## config.mk

```make
export PLATFORM = sky130hd
export DESIGN_NAME = mult_sequencer
export DESIGN_NICKNAME = d
export VERILOG_FILES = /design/src/rtl/mult_sequencer.sv
export SDC_FILE = /design/constraint.sdc
export NUM_CORES = 1
export LEC_CHECK = 0
export CAP_MARGIN = 20
export CORE_MARGIN = 2
export CORE_UTILIZATION = 40
export CTS_CLUSTER_SIZE = 8
export DETAILED_ROUTE_END_ITERATION = 8
export GPL_ROUTABILITY_DRIVEN = 0
export HOLD_SLACK_MARGIN = 0.02
export PLACE_DENSITY = 0.85
export SYNTH_ARGS = -nofsm -noshare
export SYNTH_HDL_FRONTEND = slang
export SYNTH_SLANG_ARGS = --single-unit
```

## constraint.sdc

```tcl
create_clock -name clk -period 1.6 [get_ports clk]
set_clock_uncertainty 0.15 [all_clocks]
set_input_delay 0.32 -clock clk [delete_from_list [all_inputs] [get_ports clk]]
set_output_delay 0.32 -clock clk [all_outputs]
set_load 0.03 [all_outputs]
```

## src/rtl/mult_sequencer.sv

```systemverilog
// Control sequencer for the shift-add multiplier datapath (X, Y, Z registers plus ULA).
// Captures operands on start, then iterates WIDTH accumulate/shift steps with an optional early exit.
module mult_sequencer #(
    parameter int WIDTH      = 4,
    parameter int CNT_W      = 4,
    parameter int EARLY_EXIT = 0
) (
    input  logic             clk,
    input  logic             rst,
    input  logic             start,
    input  logic [WIDTH-1:0] op_x,
    input  logic [WIDTH-1:0] op_y,
    output logic [WIDTH-1:0] val,
    output logic [1:0]       ctrl_x,
    output logic [1:0]       ctrl_y,
    output logic [1:0]       ctrl_z,
    output logic             ula_op,
    output logic [2:0]       step,
    output logic [CNT_W-1:0] count,
    output logic             busy,
    output logic             done
);

    // state  | meaning
    // IDLE   | waiting for start, operands captured on acceptance
    // LOAD_X | load multiplicand into X, clear Y and Z
    // LOAD_Y | load multiplier into Y, reset iteration counter
    // ACC    | add X into Z when the current multiplier bit is set
    // SHIFT  | shift X left and Y right, advance iteration counter
    // FINISH | one-cycle done pulse, result held in Z
    typedef enum logic [2:0] {
        IDLE   = 3'b000,
        LOAD_X = 3'b001,
        LOAD_Y = 3'b010,
        ACC    = 3'b011,
        SHIFT  = 3'b100,
        FINISH = 3'b101
    } state_t;

    localparam logic [CNT_W-1:0] LAST = CNT_W'(WIDTH - 1);

    state_t             state_q;
    state_t             state_d;
    logic [CNT_W-1:0]   count_q;
    logic [WIDTH-1:0]   xr;
    logic [WIDTH-1:0]   yr;
    logic [WIDTH-1:0]   ysh;
    logic               ysh_zero;

    assign ysh_zero = (ysh == '0);

    always_ff @(posedge clk) begin
        if (rst) begin
            state_q <= IDLE;
            count_q <= '0;
            xr      <= '0;
            yr      <= '0;
            ysh     <= '0;
        end else begin
            state_q <= state_d;
            case (state_q)
                IDLE: begin
                    if (start) begin
                        xr  <= op_x;
                        yr  <= op_y;
                        ysh <= op_y;
                    end
                end
                LOAD_Y: count_q <= '0;
                SHIFT: begin
                    ysh <= ysh >> 1;
                    // counter saturates at the last iteration so it never wraps
                    if (count_q != LAST) begin
                        count_q <= count_q + 1'b1;
                    end
                end
                default: ;
            endcase
        end
    end

    always_comb begin
        state_d = state_q;
        val     = '0;
        ctrl_x  = 2'b00;
        ctrl_y  = 2'b00;
        ctrl_z  = 2'b00;
        ula_op  = 1'b0;
        done    = 1'b0;
        case (state_q)
            IDLE: begin
                if (start) begin
                    state_d = LOAD_X;
                end
            end
            LOAD_X: begin
                ctrl_x  = 2'b01;
                ctrl_y  = 2'b11;
                ctrl_z  = 2'b11;
                ula_op  = 1'b1;
                val     = xr;
                state_d = LOAD_Y;
            end
            LOAD_Y: begin
                ctrl_y  = 2'b01;
                val     = yr;
                state_d = ACC;
            end
            ACC: begin
                if ((EARLY_EXIT != 0) && ysh_zero) begin
                    state_d = FINISH;
                end else begin
                    ctrl_z  = ysh[0] ? 2'b01 : 2'b00;
                    ula_op  = ysh[0];
                    state_d = SHIFT;
                end
            end
            SHIFT: begin
                ctrl_x  = 2'b10;
                ctrl_y  = 2'b10;
                state_d = (count_q == LAST) ? FINISH : ACC;
            end
            FINISH: begin
                ctrl_x  = 2'b11;
                ctrl_y  = 2'b11;
                done    = 1'b1;
                state_d = IDLE;
            end
            default: state_d = IDLE;
        endcase
    end

    assign step  = state_q;
    assign count = count_q;
    assign busy  = (state_q != IDLE);

endmodule

```

# Yosys cells after proc, flatten, opt, wreduce, memory -nomap -nowiden
# Cells that the tools add are included.
[totals] register_bits=19 latch_bits=0 ramBits=0 rom_bits=0 inputBits=11 mem_count=0
[classes] addsub=1 mul=0 div_mod_pow=0 magnitude_cmp=0 eq_ne=9 shift=0 muxes=14 n_bitwise=0 reduce_logical=8
[ops] cell="case mux 4 bit (2 select lines)" count=3
[ops] cell="case mux 3 bit (5 select lines)" count=1
[ops] cell="case mux 2 bit (3 select lines)" count=2
[ops] cell="two-way mux 4 bit" count=2
[ops] cell="equality test 3 x 2 -> 1 bit (second input constant)" count=2
[ops] cell="equality test 3 bit (second input constant)" count=2
[ops] cell="two-way mux 3 bit" count=2
[ops] cell="AND reduction 2 bit" count=3
[ops] cell="adder 4 x 1 -> 4 bit (second input constant)" count=1
[ops] cell="equality test 4 x 2 -> 1 bit (second input constant)" count=1
[ops] cell="inequality test 2 bit (second input constant)" count=2
[ops] cell="inequality test 4 x 2 -> 1 bit (second input constant)" count=1
[ops] cell="case mux 2 bit (2 select lines)" count=1
[ops] cell="nonzero test 2 bit" count=2
[ops] cell="equality test 3 x 1 -> 1 bit (second input constant)" count=1
[ops] cell="logical NOT 3 bit" count=1
[ops] cell="nonzero test 3 bit" count=1
[ops] cell="two-way mux 1 bit" count=2
[ops] cell="case mux 1 bit (2 select lines)" count=1
[ops] cell="OR reduction 2 bit" count=1

# Depth between registers and ports, before layout
# Gate-level depths: netlist of run 1.
[logic_depth] word_depth=3 depth_mapped=4 mapped_depth_nobuf=4

# Least setup slack after synthesis of run 1
# Ideal clock, no wire load.
[synth_path] kind="register -> output" startpoint="register state_q[2], in the netlist step[2]" endpoint="output port ctrl_z[0]" t_arrival_ps=1927 t_required_ps=1130 slack_ps=-797 path_stages_with_launch=5 n_path_buf=3 path_cell_list="dfxtp_1 buf_2 clkbuf_1 nor3b_1 buf_4"
[synth_between] elab_chain_len=2 elab_cells_between_ends=3
[synth_lines] item="start, declared" line_no="42" source="state_t state_q;"
[synth_lines] item="start signal, assigned" line_no="60" source="state_q <= state_d;"
[synth_lines] item="equality test 3 x 2 -> 1 bit or equality test 3 x 1 -> 1 bit (tied branches)" line_no="90" source="case (state_q)"
[synth_lines] item="case mux 2 bit (2 select lines) (*)" line_no="90"
[synth_lines] item="end, declared" line_no="16" source="output logic [1:0] ctrl_z,"
# Every way passes the cells marked *; elsewhere a longest branch is shown, timed or not.

# Worst setup path after layout of run 1
[layout_path] startpoint="register state_q[2], in the netlist step[2]" endpoint="output port ctrl_y[0]"
[layout_between] elab_chain_len=3 elab_cells_between_ends=6
[layout_lines] item="equality test 3 x 1 -> 1 bit or equality test 3 bit (tied branches)" line_no="90"
[layout_lines] item="OR reduction 2 bit (no source line)"
[layout_lines] item="case mux 2 bit (3 select lines) (*)" line_no="90"
[layout_lines] item="end, declared" line_no="15" source="output logic [1:0] ctrl_y,"
# Marked as above.

==> results by group, run 1 <==
Layout
  – # fillers: 117
  – Synth-to-Final Area Change: 90.5%
  – Finished Core Util: 0.809
  – Layout Cells excl Fill: 203
  – ANT cells: 0
  – Layout cells sized above 1: 0.520
  – Register area: 397 um2
  – Nets@finish: 188
  – Multi-input combinational cell area: 659 um2

Detailed routing
  – Vias per inst: 5.76
  – First-pass iteration count of the detailed router: 5
  – WL per Instance: 18.5 um
  – Iter 0 DRT Violations: 33
  – # DRC: 0
  – Post-route ant nets: 0
  – Total number of vias: 1169
  – Final WL: 3.76 mm

STA
  – Worst hold margin: 0.331 ns
  – Final clock period utilization by the worst path: 1.18
  – Slew margin rel.: 0.691
  – Hold Fails Final Rpt: 0
  – Final WS setup: -0.287 ns
  – Max Slew Vio Count: 0
  – Worst-margin pin slew: 0.452 ns
  – RSZ-0062 raised after global routing: yes
  – Final setup vio count: 29
  – Fmax: 0.530 GHz
  – Final min period: 1.89 ns

GRT
  – First-pass GRT wire length: 4.60 mm
  – Vias in the first global route: 1008
  – Global route overflow: 0
  – Largest net degree at the start of global routing: 13
  – Initial antenna violation count: 0
  – Total global-route track usage: 0.229

Synth
  – Yosys Warn Count: 0
  – Post-synthesis cell count: 116
  – Most area-hungry cell type in the Yosys netlist: dfxtp_1
  – Synth Net Count: 128
  – Mean Syn Cell Area: 8.10 um2
  – Sequential-to-total area share from yosys stat: 0.405
  – Distinct cell type count of the synthesized netlist: 31
  – Synth top area cells: dfxtp_1, nand2_1, a21oi_1
  – Synth Cell Area: 940 um2
  – Synth Register Bits: 19
  – Yosys top cell area share: 0.405

Flow run
  – Max-cap viol count: 0

Worst setup path
  – Crit path required time: 1.13 ns
  – CP Class: reg -> out
  – Crit end category: output port
  – CP max FO: 4
  – Startpoint Class: flop
  – Worst Path Arrival: 1.42 ns

Clock network
  – CTS buffer count: 3
  – Root Driver: clkbuf_4
  – Skew-Pair Late Insertion Delay: 0.30 ns
  – CTS Sinks: 19
  – CTS tree: yes
  – H-tree levels: 1
  – Clock Tree Buf Depth: 2
  – Clock-pin transition on the worst setup and hold timing paths: 0.12 ns
  – CTS Hold Bufs: 0

Floorplan
  – Die Height: 52.5 um
  – Die area: 2750 um2
  – Io pins: 31
  – Chip Width: 52.5 um
  – Starting Density: 0.425
  – Site Rows: 17
  – Core Box Area: 2210 um2

Worst hold path
  – Hold WC Path Type: reg -> reg

Placement
  – Dpl cells: 181
  – Worst slack at placement: -0.470 ns
  – Placed wire-length estimate: 1.82 mm
  – I/O Buffers: 30

Status
  – Run status: complete, but fails checks
  – Failing checks: negative setup slack

Pwr
  – P_leak: 0.000729 uW
  – VDD IR max: 0.521 mV
  – Cell area power density: 700 nW/um2
## metrics by stage
| stage | instance area [um2] | setup TNS (ns) | power, uW |
|---|---|---|---|
| 2_1_floorplan | 1040 | -0.657 | 741 |
| 3_3_place_gp | 1370 | -5.09 | 849 |
| 3_5_place_dp | 1370 | -5.70 | 856 |
| 4_1_cts | 1610 | -2.45 | 1170 |
| 5_1_grt | 1790 | -5.25 | 1290 |
| 6_report | 1790 | -4.02 | 1250 |
## state kept, by name (all words and copies together) (netlist names)
register	flops
yr	4
xr	4
count	4
ysh	4
step	3
## path summary, 6_finish.rpt
path | endpoint | startpoint | cells after the start | slack (ns)
worst max-delay path | ctrl_y[0] | step[2] | 4 | -0.29
worst min-delay path | xr[2] | xr[2] | 2 | 0.33
worst max register to register | count[3] | step[2] | 5 | -0.22
worst min register to register | xr[2] | xr[2] | 2 | 0.33
## cell families (layout without fill, tap and decap cells)
family	after synthesis	in the layout	synth area share
buf+inv	11	70	0.0613
flops	19	19	0.405
fa+ha+maj	1	1	0.0133
compound gates	30	30	0.200
simple gates	55	55	0.321
## power by group
group,internal [uW],total [uW],switching [uW]
registers,499,528,28.7
clock network,97.0,254,157
logic,238,472,234
## Yosys cell counts (all sizes together)
cell type  instances
a2111oi            1
a21oi             13
a22oi              4
a311oi             3
a31oi              2
and2               1
buf                6
clkbuf             3
dfxtp             19
ha                 1
inv                2
nand2             21
nand2b             5
nand3              2
nand3b             2
nand4b             1
nor2               9
nor2b              3
nor3               1
nor3b              3
nor4b              1
o211ai             3
o21ai              3
o21bai             1
or3                2
or3b               2
or4                1
or4b               1
## critical path, stage by stage, from the launching register on
cell	delay, ns
dfxtp_4	0.38
buf_8	0.12
or3b_4	0.42
nand2_4	0.07
buf_6	0.13
## what timing repair did
action / CTS / global route
setup buffers: 8 / 11
gates resized for setup: 45 / 30
pin swaps: 10 / 20
endpoints found under the setup margin: 33 / 28
## final cells by class
cell class	instances	share of cell area
flip-flops and latches	19	0.222
inverters	2	0.00699
well taps	28	0.0196
clock buffers	4	0.0147
multi-input cells	86	0.368
repair buffers	64	0.369
## routing by layer
metal | vias up | track usage | part of all wire
li1 | 526 | - | -
met1 | 560 | 0.271 | 0.40
met2 | 64 | 0.408 | 0.50
met3 | 19 | 0.0371 | 0.061
met4 | 0 | 0.0855 | 0.041
met5 | - | 0 | 0
## cell usage in the layout (no fill, tap or decap), drive strengths merged, types with 2 or more instances in the layout
cell / Yosys / routed
a21oi: 13 / 13
a22oi: 4 / 4
a311oi: 3 / 3
a31oi: 2 / 2
buf: 6 / 50
clkbuf: 3 / 5
clkdlybuf4s50: 0 / 10
dfxtp: 19 / 19
dlygate4sd2: 0 / 2
inv: 2 / 2
nand2: 21 / 21
nand2b: 5 / 5
nand3: 2 / 2
nand3b: 2 / 2
nor2: 9 / 9
nor2b: 3 / 3
nor3b: 3 / 3
o211ai: 3 / 3
o21ai: 3 / 3
or3: 2 / 2
or3b: 2 / 2
Note: power is estimated with default switching activity, not from simulation.
==> inputs of run 2 (changes only) <==
CORE_MARGIN = not set   (was 2)
MAX_ROUTING_LAYER = met4   (was not set)
==> run 2 against run 1 <==
The flow still finishes with violations (negative setup slack). First-iteration DRC count decreased by 39%. Non-clock buffer count down 3. Via count shrank 7.0%. Setup slack hardly changed. Critical path depth rose by 2. Cell count decreased by 1.5%. Count of clock-buffer cells in the layout is the same. Core utilization fell by 4.1 points. Final area decreased by 5.0%. Register-to-register slack is essentially flat. Flip-flop and latch count stayed put. Total power shrank 4.4%. Largest cell class is now multi-input combinational cells. Largest power group unchanged.
==> results by group, run 2 (synthesis gave the netlist of run 1 again) <==
STA
  – Final min period: 1.89 ns
  – Fmax: 0.530 GHz
  – RSZ-0062 raised after global routing: yes
  – Slew margin rel.: 0.742
  – Final setup vio count: 29
  – Final clock period utilization by the worst path: 1.18
  – Final WS setup: -0.287 ns
  – Hold Fails Final Rpt: 0
  – Worst hold margin: 0.328 ns
  – Max Slew Vio Count: 0
  – Worst-margin pin slew: 0.378 ns

Worst setup path
  – Startpoint Class: flop
  – CP max FO: 5
  – Worst Path Arrival: 1.42 ns
  – Crit path required time: 1.13 ns
  – Crit end category: output port
  – CP Class: reg -> out

GRT
  – GR Layer Usage met2: 0.422
  – Global route overflow: 0
  – Global Route met3 Usage: 0.0333
  – Largest net degree at the start of global routing: 15
  – Initial antenna violation count: 0
  – Vias in the first global route: 1012
  – First-pass GRT wire length: 4.53 mm
  – Total global-route track usage: 0.245
  – Met1 Use GR: 0.286
  – Global route hottest layer: met2

Floorplan
  – Die Height: 50.5 um
  – Die area: 2550 um2
  – Io pins: 31
  – Site Rows: 17
  – Core Box Area: 2210 um2
  – Chip Width: 50.5 um
  – Starting Density: 0.425

Layout
  – Register area: 395 um2
  – Layout cells sized above 1: 0.483
  – Most frequent cells in the layout: buf_6, nand2_1, buf_4, a21oi_1, dfxtp_1
  – ANT cells: 0
  – Multi-input combinational cell area: 632 um2
  – # fillers: 139
  – Finished Core Util: 0.769
  – Synth-to-Final Area Change: 81.0%
  – Layout Cells excl Fill: 200
  – Nets@finish: 185
  – Commonest non-fill, non-tap cell in the layout: buf_6

Pwr
  – Part of the power in registers: 0.439
  – Sw power: 388 uW
  – Cell-internal power: 810 uW
  – Total power: 1200 uW
  – VDD IR max: 0.492 mV
  – Combinational share of power: 0.358
  – P_leak: 0.000692 uW
  – Power share of the clock group: 0.203
  – Net Sw Frac: 0.324
  – Cell area power density: 705 nW/um2

Detailed routing
  – First-pass iteration count of the detailed router: 4
  – Total number of vias: 1087
  – Post-route ant nets: 0
  – # DRC: 0
  – Vias per inst: 5.44
  – Iter 0 DRT Violations: 20
  – WL per Instance: 15.4 um
  – Final WL: 3.09 mm

Clock network
  – Skew-Pair Late Insertion Delay: 0.30 ns
  – CTS tree: yes
  – Clock Tree Buf Depth: 2
  – Clock-pin transition on the worst setup and hold timing paths: 0.11 ns
  – H-tree levels: 1
  – Root Driver: clkbuf_4
  – CTS Sinks: 19
  – CTS buffer count: 3

Status
  – Run status: complete, but fails checks
  – Failing checks: negative setup slack

Flow run
  – Max-cap viol count: 0

Worst hold path
  – Hold WC Path Type: reg -> reg

Placement
  – Placed wire-length estimate: 1.80 mm
  – Dpl cells: 183
  – I/O Buffers: 30
run 2: layer usage:
metal	routed length, um	up-vias
met2	1610	45
met5	0	-
met4	112	0
met3	131	11
met1	1230	509
li1	-	522
run 2: repair_timing:
action / CTS / global route
endpoints found under the hold margin: 0 / 0
setup endpoints to repair: 34 / 31
hold buffers: 0 / 0
pin swaps: 9 / 5
resized for setup: 50 / 15
setup buffers: 10 / 4
run 2: cell type report:
cell class,instances,area share
well taps,28,0.0206
inverters,2,0.00736
clock buffers,4,0.0155
flip-flops and latches,19,0.233
multi-input cells,86,0.372
repair buffers,61,0.352
run 2: final timing paths:
| path | startpoint | endpoint | slack [ns] | cells after the start |
|---|---|---|---|---|
| min reg2reg | yr[0] | yr[0] | 0.33 | 2 |
| max reg2reg | step[2] | ysh[1] | -0.21 | 4 |
| max | step[1] | val[3] | -0.29 | 6 |
| min | yr[0] | yr[0] | 0.33 | 2 |
run 2: power groups by stage:
| stage | Sequential [uW] | Clock (uW) | Combinational (uW) |
|---|---|---|---|
| finish | 526 | 243 | 429 |
| CTS | 525 | 246 | 396 |
| floorplan | 542 | 0 | 198 |
| global placement | 532 | 0 | 323 |
| detailed placement | 533 | 0 | 331 |
| global route | 528 | 276 | 453 |
run 2: metrics by stage:
stage          area [um2]  setup WS, ns  TNS (ns)
6_report             1700        -0.287     -5.20
5_1_grt              1700        -0.356     -6.68
4_1_cts              1650        -0.257     -4.51
3_5_place_dp         1390        -0.490     -5.95
3_3_place_gp         1390        -0.456     -5.49
2_1_floorplan        1040        -0.112    -0.657
run 2: worst max-delay path, stage by stage, from the launching register on:
cell and delay, ns:
dfxtp_4 0.38, buf_6 0.13, nand2b_4 0.16, inv_6 0.08, a22oi_2 0.08, nor2_2 0.14
buf_6 0.14
==> inputs of run 3 (changes only) <==
CORE_UTILIZATION = 44   (was 40)
CTS_CLUSTER_DIAMETER = 60   (was not set)
PLACE_DENSITY = 0.88   (was 0.85)
clock period = 2.1 ns   (was 1.6 ns; I/O delays follow)
==> run 3 against run 2 <==
The flow now finishes without violations. Final area shrank 23%. Wire length shrank 29%. Sequential power shrank 23%. First-iteration DRC count grew 30%. Die area shrank 8.7%. Core utilization shrank 11 points. Total power shrank 33%. Non-clock buffer count shrank 22. Sequential share of layout area grew 6.4 points. Largest cell class unchanged. Critical path depth shrank 3. Largest power group unchanged. Cell count shrank 12%. Global-route usage shrank 2.8 points.
==> results by group, run 3 (synthesis gave the netlist of run 1 again) <==
Status
  – Run status: complete, no violations

GRT
  – Largest net degree at the start of global routing: 15
  – Vias in the first global route: 830
  – Global route overflow: 0
  – First-pass GRT wire length: 3.35 mm
  – Total global-route track usage: 0.217
  – Initial antenna violation count: 0

Worst setup path
  – Crit end category: output port
  – Largest stage delay on the critical path: 0.53 ns
  – Buf/Inv on CP: 1
  – Worst Path Arrival: 1.47 ns
  – Critical path's top delay family: simple AND/OR/NAND/NOR gates
  – CP Class: reg -> out
  – Startpoint Class: flop
  – Slowest cell on crit path: or3b_2
  – Crit-path cells: or3b_2 -> nand2_1 -> buf_4
  – Reg2Reg Setup Slack: 0.29 ns
  – Crit path required time: 1.53 ns
  – CP max FO: 8

Detailed routing
  – Final WL: 2.18 mm
  – Post-route ant nets: 0
  – Vias per inst: 5.51
  – # DRC: 0
  – WL per Instance: 12.3 um
  – First-pass iteration count of the detailed router: 5
  – Total number of vias: 975
  – Iter 0 DRT Violations: 26

Layout
  – Finished Core Util: 0.660
  – Final instance area: 1310 um2
  – Commonest non-fill, non-tap cell in the layout: buf_4
  – Synth-to-Final Area Change: 39.3%
  – Nets@finish: 163
  – Most frequent cells in the layout: buf_4, nand2_1, dfxtp_1, clkdlybuf4s50_1, a21oi_1
  – ANT cells: 0
  – Layout cells sized above 1: 0.247

Clock network
  – H-tree levels: 1
  – CTS Hold Bufs: 0
  – Skew-Pair Late Insertion Delay: 0.31 ns
  – Root Driver: clkbuf_4
  – Clock-pin transition on the worst setup and hold timing paths: 0.11 ns
  – CTS buffer count: 3
  – Clock Tree Buf Depth: 2
  – CTS tree: yes
  – CTS Sinks: 19

Floorplan
  – Chip Width: 48.2 um
  – Die area: 2320 um2
  – Core Box Area: 1980 um2
  – Starting Density: 0.474
  – Site Rows: 16
  – Die Height: 48.2 um
  – Io pins: 31

STA
  – Final clock period utilization by the worst path: 0.973
  – Hold Fails Final Rpt: 0
  – Final min period: 2.04 ns
  – Final setup vio count: 0
  – Max Slew Vio Count: 0
  – Slew margin rel.: 0.571
  – Worst-margin pin slew: 0.642 ns
  – Fmax: 0.489 GHz

Flow run
  – Max-cap viol count: 0

Placement
  – I/O Buffers: 30
  – Placed wire-length estimate: 1.57 mm
  – Post-place instance area: 1250 um2

Pwr
  – P_leak: 0.000521 uW
  – Cell area power density: 617 nW/um2
  – VDD IR max: 0.360 mV

Worst hold path
  – Hold WC Path Type: reg -> reg
[run 3: cell count changes in the layout (fill, tap and decap cells not counted), moves of 4 or more]
cell             before  now
a22oi_1               0    4
dfxtp_1              13   17
nor2_1                4    8
a22oi_2               4    0
buf_6                27    0
clkdlybuf4s50_1      10   17
[run 3: area by class of cell]
type / count / area (um2)
fill: 161 / 673
multi-input combinational: 86 / 517
sequential: 19 / 388
timing repair buffer: 39 / 335
tap: 27 / 33.8
clock buffer: 3 / 22.5
inverter: 2 / 7.51
clock inverter: 1 / 5.00
[run 3: power breakdown]
group,total [uW],switching [uW],internal (uW)
Sequential,403,20.1,383
Clock,187,116,71.2
Combinational,217,122,95.6
[run 3: worst paths after layout]
path              startpoint         to  depth (start not counted)
setup / recovery     step[2]  ctrl_y[0]                          3
hold / removal         xr[1]      xr[1]                          2
setup reg to reg     step[1]     ysh[2]                          4
hold reg to reg        xr[1]      xr[1]                          2
[run 3: stage by stage]
| stage | setup slack (ns) | setup TNS, ns | std cells | total power [uW] | hold WS (ns) |
|---|---|---|---|---|---|
| final | 0.0563 | 0 | 177 | 807 | 0.311 |
| after detailed placement | -0.0642 | -0.335 | 171 | 619 | 0.297 |
| after CTS | 0.0397 | 0 | 177 | 811 | 0.311 |
| after global placement | -0.0384 | -0.243 | 171 | 614 | 0.295 |
| after global routing | -0.00303 | -0.00303 | 177 | 847 | 0.348 |
| after floorplan | -0.0593 | -0.147 | 116 | 540 | 0.286 |
[run 3: per-layer routing]
metal	vias to the layer above	wire length, um	track usage
met2	35	1080	0.363
met1	456	937	0.248
met3	5	111	0.0370
met4	0	45	0.106
li1	479	-	-
met5	-	0	-
[run 3: worst register-to-register path, cell delays in order, from the launching register on]
cell,delay (ns)
dfxtp_4,0.38
buf_4,0.17
or4b_2,0.77
nand2_1,0.13
a311oi_1,0.10
[run 3: timing repair]
item / CTS / global route
resized for setup: 2 / 4
endpoints found under the setup margin: 7 / 5
buffers inserted: 2 / 0
